### src/rtl/cpu_pkg.sv
// cpu_pkg: shared widths, reset/vector constants and irq state encoding for the fetch stage
package cpu_pkg;
  localparam int ADDR_W = 8;
  localparam int INS_W = 20;
  localparam logic [ADDR_W-1:0] RESET_PC = 8'h00;
  localparam logic [ADDR_W-1:0] IRQ_VECTOR = 8'hF0;
  localparam logic [INS_W-1:0] NOP_INS = 20'h00000;
  typedef enum logic {RUN = 1'b0, HANDLER = 1'b1} irq_state_e;
endpackage

### src/rtl/irq_ctrl.sv
// irq_ctrl: interrupt edge detect, pending flag, RUN/HANDLER state and saved return pc
// ports: clk, reset (async high); interrupt_i pin; stall_i/branch_i/reti_i pipeline controls;
//        pc_i current pc; accept_o vector this edge; reti_o return this edge; irq_active_o; epc_o
module irq_ctrl
  import cpu_pkg::*;
(
  input  logic              clk,
  input  logic              reset,
  input  logic              interrupt_i,
  input  logic              stall_i,
  input  logic              branch_i,
  input  logic              reti_i,
  input  logic [ADDR_W-1:0] pc_i,
  output logic              accept_o,
  output logic              reti_o,
  output logic              irq_active_o,
  output logic [ADDR_W-1:0] epc_o
);
  irq_state_e state_q, state_d;
  logic irq_q, pending_q, pending_d;
  logic [ADDR_W-1:0] epc_q, epc_d;
  // branch outranks both accept and reti; accept outranks reti, so reti is only taken when no accept
  always_comb begin
    accept_o = pending_q & (state_q == RUN) & ~stall_i & ~branch_i;
    reti_o = reti_i & ~stall_i & ~branch_i & ~accept_o;
    pending_d = ~accept_o & (pending_q | (interrupt_i & ~irq_q));
    state_d = accept_o ? HANDLER : reti_o ? RUN : state_q;
    epc_d = accept_o ? pc_i : epc_q;
  end
  always_ff @(posedge clk or posedge reset) begin
    if (reset) begin
      state_q <= RUN;
      irq_q <= 1'b0;
      pending_q <= 1'b0;
      epc_q <= '0;
    end else begin
      state_q <= state_d;
      irq_q <= interrupt_i;
      pending_q <= pending_d;
      epc_q <= epc_d;
    end
  end
  assign irq_active_o = (state_q == HANDLER);
  assign epc_o = epc_q;
endmodule

### src/rtl/fetch_stage.sv
// fetch_stage: program counter, instruction fetch and IF/ID register with branch, stall and interrupt handling
// ports: clk, reset (async high); stall, branch_taken/branch_target, reti, interrupt controls;
//        imem_addr/imem_data ROM interface; ins/current_address/ins_valid IF/ID pair; epc, irq_active status
module fetch_stage
  import cpu_pkg::*;
(
  input  logic              clk,
  input  logic              reset,
  input  logic              stall,
  input  logic              branch_taken,
  input  logic [ADDR_W-1:0] branch_target,
  input  logic              reti,
  input  logic              interrupt,
  output logic [ADDR_W-1:0] imem_addr,
  input  logic [INS_W-1:0]  imem_data,
  output logic [INS_W-1:0]  ins,
  output logic [ADDR_W-1:0] current_address,
  output logic              ins_valid,
  output logic [ADDR_W-1:0] epc,
  output logic              irq_active
);
  logic [ADDR_W-1:0] pc_q, pc_d, cur_q, cur_d;
  logic [INS_W-1:0] ins_q, ins_d;
  logic valid_q, valid_d, accept, reti_take, flush;
  irq_ctrl u_irq (
    .clk(clk),
    .reset(reset),
    .interrupt_i(interrupt),
    .stall_i(stall),
    .branch_i(branch_taken),
    .reti_i(reti),
    .pc_i(pc_q),
    .accept_o(accept),
    .reti_o(reti_take),
    .irq_active_o(irq_active),
    .epc_o(epc)
  );
  // any redirect discards the instruction fetched this cycle; current_address keeps its last value
  always_comb begin
    flush = branch_taken | accept | reti_take;
    pc_d = branch_taken ? branch_target : accept ? IRQ_VECTOR : reti_take ? epc : stall ? pc_q : pc_q + 1'b1;
    ins_d = flush ? NOP_INS : stall ? ins_q : imem_data;
    cur_d = (flush | stall) ? cur_q : pc_q;
    valid_d = flush ? 1'b0 : stall ? valid_q : 1'b1;
  end
  always_ff @(posedge clk or posedge reset) begin
    if (reset) begin
      pc_q <= RESET_PC;
      ins_q <= NOP_INS;
      cur_q <= '0;
      valid_q <= 1'b0;
    end else begin
      pc_q <= pc_d;
      ins_q <= ins_d;
      cur_q <= cur_d;
      valid_q <= valid_d;
    end
  end
  assign imem_addr = pc_q;
  assign ins = ins_q;
  assign current_address = cur_q;
  assign ins_valid = valid_q;
endmodule

### config.mk
export PLATFORM = sky130hd
export DESIGN_NAME = fetch_stage
export DESIGN_NICKNAME = d
export VERILOG_FILES = /design/src/rtl/cpu_pkg.sv /design/src/rtl/irq_ctrl.sv /design/src/rtl/fetch_stage.sv
export SDC_FILE = /design/constraint.sdc
export NUM_CORES = 1
export LEC_CHECK = 0
export CAP_MARGIN = 30
export CELL_PAD_IN_SITES_DETAIL_PLACEMENT = 0
export CELL_PAD_IN_SITES_GLOBAL_PLACEMENT = 1
export CORE_ASPECT_RATIO = 0.5
export CORE_MARGIN = 2
export CORE_UTILIZATION = 26
export CTS_BUF_LIST = sky130_fd_sc_hd__clkbuf_2 sky130_fd_sc_hd__clkbuf_4 sky130_fd_sc_hd__clkbuf_8
export CTS_CLUSTER_DIAMETER = 200
export DETAILED_ROUTE_END_ITERATION = 8
export PLACE_DENSITY = 0.77
export SLEW_MARGIN = 20
export SYNTH_ARGS = -nofsm -noshare
export SYNTH_HDL_FRONTEND = slang
export SYNTH_SLANG_ARGS = --single-unit
### constraint.sdc
create_clock -name clk -period 1.45 [get_ports clk]
set_input_delay 0.145 -clock clk [delete_from_list [all_inputs] [get_ports clk]]
set_output_delay 0.145 -clock clk [all_outputs]
set_load 0.03 [all_outputs]
# [After elaboration in Yosys (flattened, before gate mapping)]
# Cells that the tools add are included.
# W data, S select, Z words.
[op_classes] reduce_logical=1 mux=10 n_eq_ne=2 n_bitwise=17 addsub=1
[ops] op="$mux W20" n=2
[ops] op="$mux W8" n=4
[ops] op="$add A8 B1 Y8 const B" n=1
[ops] op="$and A1 B1 Y1" n=8
[ops] op="$not A1 Y1" n=5
[ops] op="$mux W1" n=4
[ops] op="$ne A4 B1 Y1 const B" n=1
[ops] op="$or A1 B1 Y1" n=4
[ops] op="$ne A2 B1 Y1 const B" n=1
[ops] op="$reduce_bool A2 Y1" n=1
[word_totals] out_inout_bits=46 regBits=48 in_bits=34 wordCells=39

# [Depth between registers and ports, before layout]
[depth] word_depth=9 ltp_mapped=6 mapped_depth_nobuf=5

# [Hierarchy]
# A second synthesis with hierarchy kept.
[hier_totals] hier_cells=184 area_unflattened_um2=2223.4
[modules_own_cells] mod="fetch_stage" cells_per_inst=155 n_inst=1 area_per_inst_um2=1778.0 seq_area_each_um2=925.9
[modules_own_cells] mod="irq_ctrl" cells_per_inst=29 n_inst=1 area_per_inst_um2=445.4 seq_area_each_um2=275.3

# [Worst setup path after synthesis]
# No wires, ideal clock.
[synth_timing] path_kind="register to register" start="register u_irq.state_q (netlist: u_irq.irq_active_o)" end="register cur_q[0] (netlist: current_address[0])" arrival_time_ns=1.473 required_time_ns=1.325 slack_ns=-0.148 setup_ns=0.125 path_stages_with_launch=5 period_less_slack_ns=1.598 n_path_buf=1 path_cell_list="dfrtp_1 > nand2b_1 > and3_4 > buf_6 > mux2_2"
[synth_via] elab_chain_cells=8 word_cells_on_any_way=9 classes_between="bitwise: 9"
[synth_lines] element="start: declaration" line_no="irq_ctrl.sv:19" source="irq_state_e state_q, state_d;"
[synth_lines] element="start signal: assignment" line_no="irq_ctrl.sv:37" source="state_q <= state_d;"
[synth_lines] element="$not A1 Y1 *" line_no="irq_ctrl.sv:24" source="accept_o = pending_q & (state_q == RUN) & ~stall_i & ~branch_i;"
[synth_lines] element="$and A1 B1 Y1 * (3 in series)" line_no="irq_ctrl.sv:24"
[synth_lines] element="$not A1 Y1" line_no="irq_ctrl.sv:25" source="reti_o = reti_i & ~stall_i & ~branch_i & ~accept_o;"
[synth_lines] element="$and A1 B1 Y1" line_no="irq_ctrl.sv:25"
[synth_lines] element="$or A1 B1 Y1 *" line_no="fetch_stage.sv:40" source="flush = branch_taken | accept | reti_take;"
[synth_lines] element="$or A1 B1 Y1 *" line_no="fetch_stage.sv:43" source="cur_d = (flush | stall) ? cur_q : pc_q;"
[synth_lines] element="end signal: assignment" line_no="fetch_stage.sv:55" source="cur_q <= cur_d;"
[synth_lines] element="end: declaration" line_no="fetch_stage.sv:22" source="logic [ADDR_W-1:0] pc_q, pc_d, cur_q, cur_d;"
# Mark *: on every way between the ends. The rest lies on a longest branch, timed or not.
# A chain may end at the register's enable or synchronous reset.

# [Worst setup path in the final report]
[layout_timing] start="register u_irq.state_q (netlist: u_irq.irq_active_o)" end="register u_irq.epc_q[4] (netlist: u_irq.epc_o[4])"
[layout_via] elab_chain_cells=4
[layout_lines] element="$not A1 Y1" line_no="irq_ctrl.sv:24"
[layout_lines] element="$and A1 B1 Y1 (3 in series)" line_no="irq_ctrl.sv:24"
[layout_lines] element="end signal: assignment" line_no="irq_ctrl.sv:40" source="epc_q <= epc_d;"
[layout_lines] element="end: declaration" line_no="irq_ctrl.sv:21" source="logic [ADDR_W-1:0] epc_q, epc_d;"
# Every way passes these cells.

==> flow_summary.json <==
{
  "ir_drop_mv": 0.443,
  "fp.dieW_um": 130,
  "syn_area_per_cell_um2": 12.6,
  "grt.overflow.total": 0,
  "clk_latency_ns": 0.30,
  "avgViaCountPerCell": 4.61,
  "ctsHtreeMaxLevel": 2,
  "cp-start-kind": "flip-flop",
  "netlist_top_cells_count": "48 x dfrtp_1, 23 x a22o_1, 11 x mux2_2, 8 x nand2_1, 7 x inv_1",
  "cp-end-kind": "flip-flop",
  "yosysTopAreaCellShare_pct": 58.0,
  "drt-wirelength-per-cell_um": 15.0,
  "fin_util_pct": 43.6,
  "status": "complete, no violations",
  "ys_seq_elements": 48,
  "cts.clk_slew.worst_paths_ns": 0.09,
  "drt_pass1_iterations": 4,
  "setup_viol": 0,
  "portBuffers": 79,
  "drive_above_1_share_pct": 23.3,
  "dieArea_um2": 8740,
  "synth_edf_count": 0,
  "row_count": 22,
  "synthTopCellsByArea": "dfrtp_1 58%, a22o_1 9.7%, mux2_2 6.0%",
  "start_util_pct": 27.6,
  "grt_pass1_vias": 1836,
  "synth-async-reset-ratio_pct": 100,
  "n_antenna_cell": 0,
  "leakagePower_nw": 1.58,
  "cts_hold_buf": 0,
  "worst_pin_slew_ns": 0.395,
  "synthFlopType": "dfrtp_1",
  "drc_errors": 0,
  "hold_viol_final": 0,
  "synth_nets": 199,
  "tritoncts": "built",
  "critPathKind": "reg -> reg",
  "report.final.slew_viol_count": 0,
  "io_pins": 80,
  "finalCritPeriodShare_pct": 98.9,
  "grt_max_degree": 49,
  "synth_cell_types": 36,
  "crit_required_ns": 1.64,
  "cts_buffers": 5,
  "power_density_nw_per_um2": 1530,
  "dp_hpwl_mm": 4.03,
  "gp_congestion": 0.855,
  "arrival_ns": 1.63,
  "antenna_found_initial": 0,
  "syn_area_um2": 2070,
  "drtIter0Drc": 82,
  "grt_use_total_pct": 13.1,
  "cts_sinks": 48,
  "die_h_um": 67.1,
  "total_power_w": 0.00503,
  "core_um2": 7510,
  "antenna_left": 0,
  "drt-total-wl_mm": 5.69,
  "drv_cap": 0,
  "cts_buffer_depth": 2,
  "fmax_ghz": 0.697,
  "synth-seq-area-share_pct": 58.0,
  "num_vias": 1742,
  "fin_nets": 304,
  "area_growth_pct": 58.1,
  "hp-class": "in -> async",
  "min_period_ns": 1.43,
  "yosysTopAreaCell": "dfrtp_1",
  "ys_warn_count": 0,
  "rsz0062_at_grt": "true",
  "syn_inst": 164,
  "grt_pass1_wl_mm": 8.82,
  "fin_skew_ns": 0.00738,
  "relSlewSlack_pct": 73.7,
  "crit_fanout": 7,
  "yosysMostFrequentCell": "dfrtp_1",
  "clock-root-buffer": "clkbuf_8"
}
[routing by layer]
layer | share of wire (%) | vias up | GRT usage [%]
met3 | 5.2 | 8 | 3.37
met2 | 48 | 50 | 22.3
met4 | 1.5 | 0 | 3.90
met5 | 0 | - | 0
met1 | 45 | 861 | 16.5
li1 | - | 823 | -
[path summary, 6_finish.rpt]
check	from	to	slack [ns]	depth (start not counted)
min in group clk	interrupt	u_irq.irq_q	0.32	1
max in group asynchronous	reset	u_irq.irq_active_o	1.01	3
min reg2reg	ins_valid	ins_valid	0.48	1
max reg2reg	u_irq.irq_active_o	u_irq.epc_o[4]	0.02	4
max	u_irq.irq_active_o	u_irq.epc_o[4]	0.02	4
min	reset	ins[8]	0.19	3
[worst max-delay path: stages (launching register included)]
cell	delay (ns)
dfrtp_2	0.42
nand2b_4	0.19
nor3_4	0.20
buf_4	0.17
mux2_2	0.34
[cells by family (layout without fill, tap and decap cells)]
kind of cell | count (synthesis) | in the layout | share of synthesized area (%)
AO/OA/AOI/OAI | 50 | 50 | 19.5
XOR/XNOR | 1 | 1 | 0.423
adder cells (fa/ha/maj) | 1 | 1 | 0.604
buffers and inverters | 15 | 120 | 3.74
flip-flops | 48 | 48 | 58.0
multiplexers | 16 | 16 | 8.70
AND/OR/NAND/NOR | 33 | 34 | 9.06
[sequential cells by signal, summed over array words and instances, names as in the netlist]
signal and cells:
current_address 8, u_irq.pending_q 1, imem_addr 8, u_irq.irq_q 1, ins_valid 1, ins 20
u_irq.epc_o 8, u_irq.irq_active_o 1
[cell type report]
class	count	area, um2
well taps	108	135
multi-input cells	102	840
fillers	718	4240
repair buffers	105	957
flip-flops and latches	48	1210
inverters	7	26.3
clock buffers	5	68.8
clock inverters	3	42.5
[metrics by stage]
step           worst slack [ns]  TNS, ns  std cells  hold slack [ns]  cell area, um2
6_report                 0.0162        0        378            0.195            3280
5_1_grt                -0.00831  -0.0113        378            0.237            3280
4_1_cts                 0.00144        0        377            0.205            3240
2_1_floorplan           -0.0464   -0.371        164            0.176            2080
3_5_place_dp             -0.214    -5.17        369            0.464            3180
3_3_place_gp             -0.185    -4.35        369            0.458            3180
[where the power goes]
part | switching (W) | internal [W]
logic | 0.00125 | 0.000891
registers | 0.000228 | 0.00167
clock network | 0.000476 | 0.000511
[cells in the final DEF (no fill, tap or decap), types with 5 or more instances in the layout]
cell type | netlist | layout
a21oi_1 | 5 | 5
a22o_1 | 23 | 23
buf_4 | 0 | 23
clkbuf_8 | 0 | 5
clkdlybuf4s50_1 | 0 | 33
dfrtp_1 | 48 | 44
dlygate4sd2_1 | 0 | 46
inv_1 | 7 | 6
mux2_1 | 5 | 5
mux2_2 | 11 | 10
nand2_1 | 8 | 8
[repair_timing]
action	CTS	global route
cloned	0	1
pin swaps	0	2
resized for setup	47	8
setup endpoints to repair	47	17
setup buffers	0	0
No activity file was read; power rests on OpenSTA's default activity.
